===== config.mk =====
export PLATFORM = sky130hd
export DESIGN_NAME = mmcm_drp_ctrl
export DESIGN_NICKNAME = d
export VERILOG_FILES = /design/src/rtl/mmcm_drp_ctrl.sv
export SDC_FILE = /design/constraint.sdc
export NUM_CORES = 1
export LEC_CHECK = 0
export BUFFER_PORTS_ARGS = -buffer_cell sky130_fd_sc_hd__buf_2
export CELL_PAD_IN_SITES_DETAIL_PLACEMENT = 1
export CELL_PAD_IN_SITES_GLOBAL_PLACEMENT = 1
export CORE_MARGIN = 2
export CORE_UTILIZATION = 36
export CTS_BUF_LIST = sky130_fd_sc_hd__clkbuf_8 sky130_fd_sc_hd__clkbuf_16
export DETAILED_ROUTE_END_ITERATION = 12
export PLACE_DENSITY_LB_ADDON = 0.2
export SLEW_MARGIN = 40
export SYNTH_ARGS = -nofsm -noshare
export SYNTH_HDL_FRONTEND = slang
export SYNTH_SLANG_ARGS = --single-unit

===== constraint.sdc =====
create_clock -name i_clk -period 5.5 [get_ports i_clk]
set_input_delay 1.1 -clock i_clk [delete_from_list [all_inputs] [get_ports i_clk]]
set_output_delay 1.1 -clock i_clk [all_outputs]
set_load 0.01 [all_outputs]

===== src/rtl/mmcm_drp_ctrl.sv =====
`default_nettype none
// ============================================================================
//  Module      : mmcm_drp_ctrl
//  Description : Reconfigures the AES-GCM core-clock MMCM through its DRP.
//                The MMCM is held in reset while every table entry gets a
//                read-modify-write. Reset is then released, LOCKED is awaited,
//                and done/error is reported.
//                Optional readback check of each write: define DRP_READBACK_EN.
//  Revision    : 1.0 - initial release
// ============================================================================
module mmcm_drp_ctrl #(
    parameter int NUM_ENTRIES  = 23,
    parameter int IDX_W        = 5,
    parameter int DRDY_TIMEOUT = 64,
    parameter int LOCK_TIMEOUT = 65536,
    parameter int RST_HOLD     = 4
) (
    input  logic             i_clk,
    input  logic             i_reset_n,
    input  logic             i_req,
    output logic             o_busy,
    output logic             o_done,
    output logic [1:0]       o_err,
    output logic [IDX_W-1:0] o_tbl_idx,
    input  logic [6:0]       i_tbl_addr,
    input  logic [15:0]      i_tbl_mask,
    input  logic [15:0]      i_tbl_data,
    output logic [6:0]       o_daddr,
    output logic [15:0]      o_di,
    output logic             o_den,
    output logic             o_dwe,
    input  logic [15:0]      i_do,
    input  logic             i_drdy,
    output logic             o_mmcm_rst,
    input  logic             i_mmcm_locked,
    output logic             o_locked
);

    // One shared counter serves the reset hold, DRDY and lock timeouts
    localparam int c_MAX_A   = (DRDY_TIMEOUT > LOCK_TIMEOUT) ? DRDY_TIMEOUT : LOCK_TIMEOUT;
    localparam int c_MAX_CNT = (c_MAX_A > RST_HOLD) ? c_MAX_A : RST_HOLD;
    localparam int c_CNT_W   = $clog2(c_MAX_CNT + 1);

    localparam logic [c_CNT_W-1:0] c_CNT_ONE   = c_CNT_W'(1);
    localparam logic [c_CNT_W-1:0] c_HOLD_LAST = c_CNT_W'(RST_HOLD - 1);
    localparam logic [c_CNT_W-1:0] c_DRDY_LAST = c_CNT_W'(DRDY_TIMEOUT - 1);
    localparam logic [c_CNT_W-1:0] c_LOCK_LAST = c_CNT_W'(LOCK_TIMEOUT - 1);
    localparam logic [IDX_W-1:0]   c_IDX_ONE   = IDX_W'(1);
    localparam logic [IDX_W-1:0]   c_IDX_LAST  = IDX_W'(NUM_ENTRIES - 1);

    localparam logic [1:0] c_ERR_NONE = 2'd0;
    localparam logic [1:0] c_ERR_DRDY = 2'd1;
    localparam logic [1:0] c_ERR_LOCK = 2'd2;
`ifdef DRP_READBACK_EN
    localparam logic [1:0] c_ERR_RB   = 2'd3;
`endif

    typedef enum logic [3:0] {
        S_IDLE,
        S_HOLD,
        S_RD,
        S_WAIT_RD,
        S_WR,
        S_WAIT_WR,
`ifdef DRP_READBACK_EN
        S_RB,
        S_WAIT_RB,
`endif
        S_NEXT,
        S_REL,
        S_WAIT_LOCK,
        S_DONE
    } state_t;

    state_t               state_q, state_d;
    logic [IDX_W-1:0]     idx_q, idx_d;
    logic [c_CNT_W-1:0]   cnt_q, cnt_d;
    logic [1:0]           err_q, err_d;
    logic                 busy_q, busy_d;
    logic                 mrst_q, mrst_d;
    logic [6:0]           daddr_q, daddr_d;
    logic [15:0]          di_q, di_d;
    logic                 w_den;
    logic                 w_dwe;

    // State and datapath registers; reset aborts any sequence and drops MMCM RST
    always_ff @(posedge i_clk or negedge i_reset_n) begin
        if (!i_reset_n) begin
            state_q <= S_IDLE;
            idx_q   <= '0;
            cnt_q   <= '0;
            err_q   <= c_ERR_NONE;
            busy_q  <= 1'b0;
            mrst_q  <= 1'b0;
            daddr_q <= '0;
            di_q    <= '0;
        end else begin
            state_q <= state_d;
            idx_q   <= idx_d;
            cnt_q   <= cnt_d;
            err_q   <= err_d;
            busy_q  <= busy_d;
            mrst_q  <= mrst_d;
            daddr_q <= daddr_d;
            di_q    <= di_d;
        end
    end

    // Sequencer: next state, counters, sticky first error and DRP strobes
    always_comb begin
        state_d = state_q;
        idx_d   = idx_q;
        cnt_d   = cnt_q;
        err_d   = err_q;
        busy_d  = busy_q;
        mrst_d  = mrst_q;
        daddr_d = daddr_q;
        di_d    = di_q;
        w_den   = 1'b0;
        w_dwe   = 1'b0;
        case (state_q)
            S_IDLE: begin
                if (i_req) begin
                    err_d   = c_ERR_NONE;
                    busy_d  = 1'b1;
                    idx_d   = '0;
                    cnt_d   = '0;
                    mrst_d  = 1'b1;
                    state_d = S_HOLD;
                end
            end
            S_HOLD: begin
                if (cnt_q == c_HOLD_LAST) state_d = S_RD;
                else                      cnt_d   = cnt_q + c_CNT_ONE;
            end
            S_RD: begin
                w_den   = 1'b1;
                daddr_d = i_tbl_addr;
                cnt_d   = '0;
                state_d = S_WAIT_RD;
            end
            S_WAIT_RD: begin
                // Expiry wins over a DRDY landing in the same cycle
                if (cnt_q == c_DRDY_LAST) begin
                    if (err_q == c_ERR_NONE) err_d = c_ERR_DRDY;
                    state_d = S_REL;
                end else if (i_drdy) begin
                    di_d    = (i_do & i_tbl_mask) | (i_tbl_data & ~i_tbl_mask);
                    state_d = S_WR;
                end else begin
                    cnt_d = cnt_q + c_CNT_ONE;
                end
            end
            S_WR: begin
                w_den   = 1'b1;
                w_dwe   = 1'b1;
                cnt_d   = '0;
                state_d = S_WAIT_WR;
            end
            S_WAIT_WR: begin
                if (cnt_q == c_DRDY_LAST) begin
                    if (err_q == c_ERR_NONE) err_d = c_ERR_DRDY;
                    state_d = S_REL;
                end else if (i_drdy) begin
`ifdef DRP_READBACK_EN
                    state_d = S_RB;
`else
                    state_d = S_NEXT;
`endif
                end else begin
                    cnt_d = cnt_q + c_CNT_ONE;
                end
            end
`ifdef DRP_READBACK_EN
            S_RB: begin
                w_den   = 1'b1;
                cnt_d   = '0;
                state_d = S_WAIT_RB;
            end
            S_WAIT_RB: begin
                if (cnt_q == c_DRDY_LAST) begin
                    if (err_q == c_ERR_NONE) err_d = c_ERR_DRDY;
                    state_d = S_REL;
                end else if (i_drdy) begin
                    // Only the bits this entry owns are expected to match
                    if (((i_do ^ i_tbl_data) & ~i_tbl_mask) != 16'd0) begin
                        if (err_q == c_ERR_NONE) err_d = c_ERR_RB;
                        state_d = S_REL;
                    end else begin
                        state_d = S_NEXT;
                    end
                end else begin
                    cnt_d = cnt_q + c_CNT_ONE;
                end
            end
`endif
            S_NEXT: begin
                if (idx_q == c_IDX_LAST) begin
                    state_d = S_REL;
                end else begin
                    idx_d   = idx_q + c_IDX_ONE;
                    state_d = S_RD;
                end
            end
            S_REL: begin
                mrst_d  = 1'b0;
                cnt_d   = '0;
                state_d = S_WAIT_LOCK;
            end
            S_WAIT_LOCK: begin
                if (cnt_q == c_LOCK_LAST) begin
                    if (err_q == c_ERR_NONE) err_d = c_ERR_LOCK;
                    state_d = S_DONE;
                end else if (i_mmcm_locked) begin
                    state_d = S_DONE;
                end else begin
                    cnt_d = cnt_q + c_CNT_ONE;
                end
            end
            S_DONE: begin
                busy_d  = 1'b0;
                state_d = S_IDLE;
            end
            default: state_d = S_IDLE;
        endcase
    end

    // Address comes straight from the ROM during RD so it is valid with DEN
    assign o_daddr    = (state_q == S_RD) ? i_tbl_addr : daddr_q;
    assign o_di       = di_q;
    assign o_den      = w_den;
    assign o_dwe      = w_dwe;
    assign o_busy     = busy_q;
    assign o_done     = (state_q == S_DONE);
    assign o_err      = err_q;
    assign o_tbl_idx  = idx_q;
    assign o_mmcm_rst = mrst_q;
    // LOCKED is only meaningful to downstream logic once the sequence is idle
    assign o_locked   = i_reset_n & (state_q == S_IDLE) & i_mmcm_locked;

endmodule
`default_nettype wire


* After elaboration in Yosys (flattened, before gate mapping)
Cells that the tools add are included.
Storage, ports and cells: output and inout bits 36, logic and storage cells 94, register bits after elaboration 53, input bits 60
Cells by class: eq/ne operators 28, multiplexer cells 32, bitwise gates (word level) 7, reductions and logical operators 17, $add $sub $neg 2
Operator list (number):
- 17-bit 2-to-1 mux | 6
- 17-bit case mux with 5 select lines | 1
- 4-bit case mux with 9 select lines | 1
- 16-bit bitwise AND | 2
- 4-bit 2-to-1 mux | 8
- 2-bit != test (second input constant) | 10
- 17-bit by 1-bit adder with 17-bit output (second input constant) | 1
- 17-bit by 16-bit == test with 1-bit output (second input constant) | 1
- 17-bit by 2-bit == test with 1-bit output (second input constant) | 1
- 17-bit by 6-bit == test with 1-bit output (second input constant) | 1
- 4-bit by 3-bit == test with 1-bit output (second input constant) | 4
- 16-bit inverter | 1
- 16-bit bitwise OR | 1
- 2-bit 2-to-1 mux | 5
- 5-bit 2-to-1 mux | 2
- 5-bit case mux with 2 select lines | 1
- 3-bit != test (second input constant) | 3
- 4-bit by 2-bit == test with 1-bit output (second input constant) | 2
- 4-bit == test (second input constant) | 2
- 7-bit 2-to-1 mux | 1
- 7-bit AND reduction | 1
- 2-bit case mux with 3 select lines | 1
- 3-bit AND reduction | 2
- 6-bit AND reduction | 1
- other kinds (18) | 27

* Logic depth before layout (Yosys ltp)
Gate-level depths: netlist (run 1).
depth after elaboration 4, depth in mapped cells 12, mapped depth without buffers 11

* Least setup slack after synthesis (run 1)
No wires, ideal clock.
path type register to output, start register state_q[1], end output port o_daddr[0], data required time 4.400 ns, data arrival time 1.700 ns, setup slack 2.700 ns, cell stages (with the launch flop) 5, path buffers 2, cell sequence dfrtp_1 buf_6 clkbuf_1 nor4b_2 mux2_2
On the way: longest elaborated chain between the ends 2
Ends and longest elaborated chain:
- start: declaration | RTL line 75 | state_t state_q, state_d;
- start signal: assignment | RTL line 98 | state_q <= state_d;
- 4-bit by 2-bit == test with 1-bit output | RTL line 229 | assign o_daddr = (state_q == S_RD) ? i_tbl_addr : daddr_q;
- 7-bit 2-to-1 mux | RTL line 229
- end: declaration | RTL line 28 | output logic [6:0] o_daddr,
Every way passes these cells.

* Worst setup path after layout (run 1)
start input port i_reset_n, end output port o_locked
On the way: longest elaborated chain between the ends 2
Ends and longest elaborated chain:
- start: declaration | RTL line 19 | input logic i_reset_n,
- 1-bit bitwise AND (2 in series) | RTL line 239 | assign o_locked = i_reset_n & (state_q == S_IDLE) & i_mmcm_locked;
- end: declaration | RTL line 36 | output logic o_locked
Every way passes these cells.

==> results of run 1 <==
how the worst min path moves through the flow:
stage	from	end	slack [ns]	depth (start not counted)
after floorplan	cnt_q[16]	cnt_q[16]	0.48	2
after global placement	o_di[2]	o_di[2]	0.46	2
after detailed placement	o_di[5]	o_di[5]	0.47	2
after CTS	o_di[12]	o_di[12]	0.49	2
after global routing	o_di[8]	o_di[8]	0.53	2
final	o_di[8]	o_di[8]	0.48	2
per-layer routing:
metal | up-vias | routed length (um)
met3 | 7 | 317
met1 | 1250 | 3380
met5 | - | 0
li1 | 1270 | -
met2 | 49 | 3770
met4 | 0 | 93
through the flow:
step	util, %	cells	power, W
2_1_floorplan	-	298	0.00110
3_3_place_gp	44.0	479	0.00129
3_5_place_dp	44.2	481	0.00132
4_1_cts	45.7	489	0.00160
5_1_grt	45.9	490	0.00174
6_report	45.9	490	0.00159
registers in the layout, summed over array words and instances (netlist names):
register / cells
o_mmcm_rst: 1
o_err: 2
daddr_q: 7
cnt_q: 17
state_q: 4
o_tbl_idx: 5
o_busy: 1
o_di: 16
cells in the mapped netlist (all sizes together), types with 2 or more instances:
master  number  area [um^2]
nand2       33          124
nor2b        2         12.5
clkbuf       8         30.0
a21boi       2         15.0
dfrtp       53         1330
xor2         2         17.5
mux2         8         90.1
a41oi        3         26.3
nand3       12         60.1
or4b         2         23.8
nand4        5         31.3
nand3b       3         22.5
buf          9         62.6
and3         3         18.8
nor3         5         25.0
o22ai        2         12.5
nor4b        4         41.3
o31ai       10          105
xnor2        2         17.5
nand4b       2         17.5
ha           4         50.1
a31oi        5         31.3
inv          7         26.3
nor2        21         78.8
nor4         7         43.8
o21ai       38          190
a21oi        7         35.0
o41ai        4         35.0
or2          3         18.8
mux2i       16          160
final cells by class:
cell class,count,area [um^2],area share [%]
clock inverter,3,42.5,1.19
tap,102,128,3.58
multi-input combinational,221,1460,41.0
clock buffer,5,68.8,1.93
inverter,7,26.3,0.736
timing repair buffer,99,513,14.4
sequential,53,1330,37.2
power breakdown:
part	leakage (nW)	switching, W	internal (W)
clock network	0.0595	0.000130	0.000135
registers	0.686	0.000116	0.000502
logic	0.934	0.000402	0.000305
total	1.68	0.000647	0.000942
logic make-up (layout without fill, tap and decap cells):
group / count (synthesis) / after routing / synth area share [%]
mux: 24 / 24 / 8.64
compound gates: 79 / 79 / 18.5
fa+ha+maj: 4 / 4 / 1.73
simple gates: 110 / 110 / 20.0
flops: 53 / 53 / 45.8
buf+inv: 24 / 114 / 4.10
xor+xnor: 4 / 4 / 1.21
worst register-to-register path: stages (launching register included):
cell and delay, ns:
dfrtp_1 0.42, ha_1 0.27, inv_1 0.18, nor2_1 0.11, nand3_1 0.15, nor3_1 0.07, ha_1 0.21, or2_2 0.32
or2_1 0.26, and3_1 0.40, o41ai_1 0.47
cell usage in the layout, fill, tap and decap left out, types with 6 or more instances in the layout:
master   count
a21oi_1      7
nor4_1       7
mux2i_1     16
buf_2       95
mux2_2       8
inv_1        8
o21ai_0     37
o31ai_2      6
nor2_1      21
nand3_1     12
dfrtp_1     53
nand2_1     33
==> impl_results.md, run 1 <==
- IO Count: 96
- Count of cell types in the netlist: 53
- Antenna Nets Post-Route: 0
- Power per cell area: 445 mW/mm^2
- Crit share post-route: 58.6%
- Worst R2R Path Depth: 10
- DRC Markers: 0
- R2R Path Start: cnt_q[0]
- Primary FF master, synth: dfrtp_1
- Initial Util: 37.3%
- GR Layer Usage met1: 25.0%
- Mean Syn Cell Area: 9.72 um^2
- Outcome: complete, no violations
- Worst Clk Skew: 0.00895 ns
- Sequential share of the synthesized area: 45.8%
- Unrepaired setup endpoints after global routing: false
- Layout area overhead: 23.2%
- Diode count: 0
- CP max stage delay: 0.55 ns
- GR Layer Usage met2: 29.2%
- Cell Rows: 32
- Post-DP Area: 0.00344 mm^2
- Tmin final: 3.22 ns
- Worst-path cell chain: buf_2, buf_4, and3_1, buf_2
- Post-Syn Area: 0.00290 mm^2
- Max Freq: 0.311 GHz
- Peak supply drop: 0.205 mV
- Top cell by count, worst path: buf_2
- Slew Viols, Final: 0
- FF-to-FF End: cnt_q[11]
- Pin count of the biggest net entering global routing: 55
- Syn nets: 362
- Vias/cell: 5.26
- Worst Hold Slack: 0.484 ns
- M3 GR Usage: 4.17%
- Global-route wire length before repair: 12.9 mm
- Clock latency at the later pin of the worst-skew pair: 0.31 ns
- Async set-reset flop share out of synthesis: 100%
- Post-synth EDFFs: 0
- Hold-fix buffers, CTS: 0
- CTS tree: built
- Clk buf depth: 2
- Clock transition at path regs: 0.10 ns
- CP Max Fanout: 54
- Share of cells above drive strength 1: 33.0%
- Vias in the first global route: 2,639
- Bufs and invs on worst path: 3
- Final wirelength: 7.55 mm
- GP Congestion: 0.827
- Remaining global-route overflow: 0
- WS Path Type: primary input to output port
- Fin nets: 451
- Root buf cell: clkbuf_8
- CP delay by family, top: buffers and inverters
- Htree depth: 2
- PnR worst setup slack: 2.28 ns
- Gr usage total: 18.2%
- Max cap viols: 0
- Worst slack, placed: 2.20 ns
- Mapped Cells: 298
- TritonCTS buffer count: 5
- DR WL/cell: 15.4 um
- Startpoint Class: primary input
- Post-CTS Resized: 0
- CP arrival: 2.12 ns
- Critical Path End: o_locked
- Rel. slew slack: 49.3%
- Final Setup Violations: 0
- Initial antenna violation count: 0
- Hold Crit Class: register to register
- Slew at the pin closest to its max-slew limit: 0.760 ns
- CP Capture Type: output port
- Warnings, synthesis: 0
- Cell leakage power: 1.68 nW
- Crit path from: i_reset_n
- Setup TNS: 0 ns
- Total Die Area: 0.00878 mm^2
- Fin area: 0.00357 mm^2
- Core area: 0.00777 mm^2
- Crit-path slowest cell: buf_4
- CP required: 4.40 ns
- Post-CTS setup buffer count: 0
- Die Y: 93.7 um
- Detailed Place HPWL: 5.63 mm
- Die X: 93.7 um
- Drt pass-1 iters: 4
- Total stage count of the critical path: 4
- FF+latch count, synth: 53
- Final hold violations: 0
- Fill cells: 965
- R2r setup slk: 2.53 ns
- DR vias: 2,576
- Busiest grt layer: met2
- DRT iter0 DRCs: 54
- IO Port Bufs: 95
- Clk sink count: 53
(Power assumes the default switching activity.)
==> run 2, diff against run 1 <==
- ABC_AREA: default -> 1
- clock period: 5.5 -> 3.05 ns (I/O delays scaled with it)
==> run 2 against run 1 <==
Compared with the run above:
- sequential power rose by 72%
- via count rose by 22%
- clock power rose by 85%
- count of clock-buffer cells in the layout did not move
- die area rose by 9.6%
- design area rose by 8.8%
- routed wire length rose by 22%
- synthesized area rose by 10%
- synthesized cell count rose by 43%
- critical path type is now register to register
==> impl_results.md, run 2 <==
- Crit share post-route: 81.1%
- GP Congestion: 0.883
- Max cap viols: 0
- Top reg by flops: cnt_q
- Most common cell after layout, fill and taps aside: nand2_1
- Clock transition at path regs: 0.10 ns
- Top cell by count, worst path: nand2_1
- Worst-path cell chain: ha_1, nand2_1, nor2_1, nand3_1, nor3_1, ha_1, nor2_1, nand2_1, nand2_1, a21oi_1, nand2_1, nand2_1, nand2_1
- CP delay by family, top: simple AND/OR/NAND/NOR gates
- Most frequent cells in the layout: 139 x nand2_1, 95 x buf_2, 58 x nor2_1
- Mean Syn Cell Area: 7.48 um^2
- Met3 WL: 435 um
- Wire length on met1: 4.27 mm
- Slew at the pin closest to its max-slew limit: 0.713 ns
- DR vias: 3,143
- Final wirelength: 9.23 mm
- Max Freq: 0.404 GHz
- DRC Markers: 0
- Share of cells above drive strength 1: 25.2%
- Rel. slew slack: 52.5%
- Mapped Cells: 426
- Most common cell in the synthesized netlist: nand2_1
- Total Die Area: 0.00962 mm^2
- TritonCTS buffer count: 5
- Sequential share of the synthesized area: 41.6%
- Post-DP Area: 0.00378 mm^2
- Detailed Place HPWL: 7.26 mm
- Power per cell area: 799 mW/mm^2
- Fin nets: 587
- Hold-fix buffers, CTS: 0
- IO Count: 96
- FF+latch count, synth: 53
- Cell Rows: 34
- Primary FF master, synth: dfrtp_1
- Worst Clk Skew: 0.00547 ns
- DRT iter0 DRCs: 144
- Slew Viols, Final: 0
- Remaining global-route overflow: 0
- Unrepaired setup endpoints after global routing: false
- Bufs and invs on worst path: 0
- Setup TNS: 0 ns
- Post-CTS Resized: 0
- Core area: 0.00864 mm^2
- Pin count of the biggest net entering global routing: 54
- Gr usage total: 19.6%
- Clk buf depth: 2
- CP required: 3.26 ns
- Diode count: 0
- Global-route wire length before repair: 15.4 mm
- Die Y: 98.1 um
- Syn nets: 490
- Met2 WL post-DR: 4.43 mm
- Final hold violations: 0
- Post-synth top area cell: dfrtp_1
- Startpoint Class: register
- Die X: 98.1 um
- IO Port Bufs: 95
- DR WL/cell: 14.6 um
- Tmin final: 2.47 ns
- Vias/cell: 4.98
- Final Setup Violations: 0
- Cell leakage power: 2.05 nW
- CP arrival: 2.68 ns
- Antenna Nets Post-Route: 0
- Hold Crit Class: primary input to asynchronous set/reset pin
- Initial Util: 36.9%
- Clk sink count: 53
- Placed insts: 624
- Clock latency at the later pin of the worst-skew pair: 0.31 ns
- Post-CTS setup buffer count: 0
- Worst Hold Slack: 0.430 ns
- Ranking of synthesized cells by area: dfrtp_1 42%, nand2_1 16%, nor2_1 6.8%
- CTS tree: built
- CP Max Fanout: 6
- Fill cells: 1,126
- Warnings, synthesis: 0
- Outcome: complete, no violations
- CP Capture Type: register
- WS Path Type: register to register
- Crit-path slowest cell: dfrtp_1
- CP max stage delay: 0.42 ns
- Peak supply drop: 0.420 mV
- Count of cell types in the netlist: 33
- Non-Filler Instances: 631
- Post-Syn Area: 0.00319 mm^2
- Max Used Layer: met4
- Yosys top cell area share: 41.6%
- Async set-reset flop share out of synthesis: 100%
- Htree depth: 2
- Most common library cells after synthesis: 139 x nand2_1, 58 x nor2_1, 53 x dfrtp_1, 33 x inv_1, 30 x nand3_1
- Post-synth EDFFs: 0
- Vias in the first global route: 3,268
- Layout area overhead: 21.8%
- Root buf cell: clkbuf_8
- Initial antenna violation count: 0
- Fin area: 0.00388 mm^2
- Max reg flops: 17
- Drt pass-1 iters: 4
## run 2: changes by cell type in the layout (fill, tap and decap cells not counted), moves of 6 or more
cell     before  now
nor2_1       21   58
nand2_1      33  139
nand4_1       5   18
inv_1         8   33
o31ai_2       6    0
nand3_1      12   30
nor4_1        7    0
o21ai_0      37   22
## run 2: worst register-to-register path: cells and delay by family, from the launching register on
family,cells,cell delay (ns)
AOI/OAI and AO/OA,1,0.27
DFF,1,0.42
adders and majority gates,2,0.51
and+or+nand+nor,10,1.18
## run 2: routing by layer
metal / vias up / global-route usage [%]
met5: - / 0
met4: 0 / 4.17
met2: 74 / 34.0
met3: 7 / 4.29
met1: 1484 / 25.3
li1: 1578 / -
## run 2: final timing paths
kind | to | slack (ns) | depth (start not counted) | startpoint
worst max-delay path | state_q[1] | 0.58 | 13 | cnt_q[0]
worst min-delay path | state_q[3] | 0.43 | 2 | i_reset_n
worst max register to register | state_q[1] | 0.58 | 13 | cnt_q[0]
worst min register to register | o_di[5] | 0.49 | 2 | o_di[5]
max in group asynchronous | cnt_q[9] | 2.11 | 2 | i_reset_n
min in group i_clk | o_di[5] | 0.49 | 2 | o_di[5]
## run 2: where the power goes
part / internal, W / switching [W] / leakage [nW]
clock: 0.000244 / 0.000246 / 0.0546
combinational: 0.000536 / 0.00102 / 1.31
sequential: 0.000913 / 0.000144 / 0.684
## run 2: layout make-up
| type | instances | area [um^2] | share of cell area (%) |
|---|---|---|---|
| inverters | 35 | 131 | 3.38 |
| well taps | 108 | 135 | 3.48 |
| flip-flops and latches | 53 | 1330 | 34.1 |
| clock buffers | 5 | 68.8 | 1.77 |
| repair buffers | 98 | 498 | 12.8 |
| multi-input cells | 330 | 1690 | 43.4 |
| clock inverters | 2 | 38.8 | 0.999 |
## run 2: logic make-up (layout without fill, tap and decap cells)
logic type	after synthesis	count (layout)	share of synthesized area, %
AOI/OAI and AO/OA	33	33	5.97
xor gates and xnor gates	4	4	1.10
adders and majority gates	4	4	1.57
buffers and inverters	43	140	5.53
DFF	53	53	41.6
muxes	23	23	7.50
and+or+nand+nor	266	266	36.7
## run 2: per-stage QoR
stage | worst slack [ns] | power [W] | utilization, %
detailed placement | 0.597 | 0.00265 | 43.7
floorplan | 0.905 | 0.00210 | -
CTS | 0.559 | 0.00316 | 45.0
global route | 0.376 | 0.00337 | 45.0
finish | 0.578 | 0.00310 | 45.0
global placement | 0.715 | 0.00259 | 43.7
==> run 3, diff against run 2 <==
- clock period: 3.05 -> 2.6 ns (I/O delays scaled with it)
==> run 3 against run 2 <==
Compared with the run above:
- count of clock-buffer cells in the layout is 1 higher
- critical path depth increased by 3
- combinational power is 18% higher
- flip-flop and latch count did not move
- clock skew rose by 0.0016 ns
- routed wire length down 0.41%
- design area increased by 0.84%
- worst setup slack got worse by 0.35 ns
- critical path type unchanged
- critical endpoint is now cnt_q[9]
- largest power group unchanged
==> impl_results.md, run 3 (synthesized netlist as in run 2, its figures left out) <==
- Outcome: complete, no violations
- R2R Path Start: cnt_q[1]
- Clock power share: 14.5%
- DR WL/cell: 14.5 um
- Most frequent cells in the layout: 139 x nand2_1, 95 x buf_2, 57 x nor2_1
- CTS tree: built
- DR vias: 3,139
- Antenna Nets Post-Route: 0
- Hold-fix buffers, CTS: 0
- Pin count of the biggest net entering global routing: 54
- Layout area overhead: 22.8%
- Htree depth: 2
- Clk sink count: 53
- Max reg flops: 17
- TritonCTS buffer count: 5
- Most common cell after layout, fill and taps aside: nand2_1
- Drt pass-1 iters: 4
- Final Setup Violations: 0
- Top reg by flops: cnt_q
- Initial Util: 36.9%
- Clock transition at path regs: 0.10 ns
- Fin nets: 590
- WS Path Type: register to register
- Die X: 98.1 um
- Max cap viols: 0
- Crit path from: cnt_q[1]
- Peak supply drop: 0.465 mV
- Crit share post-route: 91.2%
- Non-Filler Instances: 635
- Vias/cell: 4.94
- DRT iter0 DRCs: 76
- NetSw: 0.00166 W
- Initial antenna violation count: 0
- Rel. slew slack: 53.6%
- Root buf cell: clkbuf_8
- Clock latency at the later pin of the worst-skew pair: 0.31 ns
- Worst-path cell chain: ha_4, nand2_1, nor2_2, nand3_1, nor3_1, ha_1, inv_1, nand2_1, nand3_1, nand2_1, inv_1, nand2_1, nor2_4, nand3_4, nand2_1, nand2_1
- Slew at the pin closest to its max-slew limit: 0.696 ns
- Worst Clk Skew: 0.00706 ns
- Total Die Area: 0.00962 mm^2
- Max Freq: 0.422 GHz
- Unrepaired setup endpoints after global routing: false
- CP Capture Type: register
- Vias in the first global route: 3,267
- GP Congestion: 0.881
- IO Count: 96
- Placed insts: 626
- Setup TNS: 0 ns
- DRC Markers: 0
- Cell leakage power: 2.06 nW
- Final hold violations: 0
- CP max stage delay: 0.46 ns
- Gr usage total: 19.7%
- Remaining global-route overflow: 0
- Sw frac: 46.1%
- CP delay by family, top: simple AND/OR/NAND/NOR gates
- Global-route wire length before repair: 15.6 mm
- Logic pwr share: 51.1%
- P_int: 0.00195 W
- Core area: 0.00864 mm^2
- Sequential share of power: 34.4%
- Hold Crit Class: primary input to asynchronous set/reset pin
- IO Port Bufs: 95
- Final wirelength: 9.19 mm
- Crit-path slowest cell: dfrtp_2
- Die Y: 98.1 um
- Share of cells above drive strength 1: 26.6%
- Slew Viols, Final: 0
- Top cell by count, worst path: nand2_1
- CP Max Fanout: 17
- Bufs and invs on worst path: 2
- Cell Rows: 34
- Startpoint Class: register
- Tmin final: 2.37 ns
- Power per cell area: 921 mW/mm^2
- CP required: 2.81 ns
- Detailed Place HPWL: 7.19 mm
- Fill cells: 1,117
- CP arrival: 2.58 ns
- Diode count: 0
- Clk buf depth: 2
## run 3: final timing paths
check	end	slack, ns	depth (start not counted)
min reg2reg	o_di[10]	0.49	2
max reg2reg	cnt_q[9]	0.23	16
min	o_err[1]	0.35	2
max in group asynchronous	cnt_q[1]	1.73	2
max	cnt_q[9]	0.23	16
min in group i_clk	daddr_q[0]	0.45	2
## run 3: timing repair
action                     in CTS  in global routing
setup endpoints to repair       0                 22
gates resized for setup         0                  5
buffers inserted                0                  1
## run 3: layout make-up
type                       instances  area (um^2)  area share (%)
multi-input combinational        330         1700            43.4
inverter                          35          131            3.35
clock buffer                       6         82.6            2.11
clock inverter                     2         17.5           0.447
tap                              108          135            3.45
timing repair buffer             101          520            13.3
sequential                        53         1330            33.9
## run 3: layer usage
layer	global-route usage [%]	up-vias	share of wire, %
li1	-	1580	-
met1	26.5	1489	47
met2	33.4	64	48
met3	4.15	6	4.6
met4	3.31	0	0.62
met5	0	-	0
## run 3: power groups by stage
stage          combinational, W  clock (W)  sequential (W)
4_1_cts                 0.00186   0.000547         0.00124
5_1_grt                 0.00208   0.000578         0.00128
3_5_place_dp            0.00186          0         0.00125
6_report                0.00184   0.000524         0.00124
3_3_place_gp            0.00182          0         0.00123
2_1_floorplan           0.00117          0         0.00129
## run 3: metrics by stage
stage | area, um^2 | utilization (%) | hold WS [ns] | worst slack [ns] | power (W)
after floorplan | 3190 | - | 0.224 | 0.455 | 0.00246
after global placement | 3790 | 43.9 | 0.462 | 0.260 | 0.00305
after detailed placement | 3790 | 43.9 | 0.473 | 0.0571 | 0.00310
after CTS | 3890 | 45.1 | 0.399 | 0.00557 | 0.00364
after global routing | 3920 | 45.3 | 0.412 | 0.00904 | 0.00393
final | 3920 | 45.3 | 0.352 | 0.228 | 0.00361
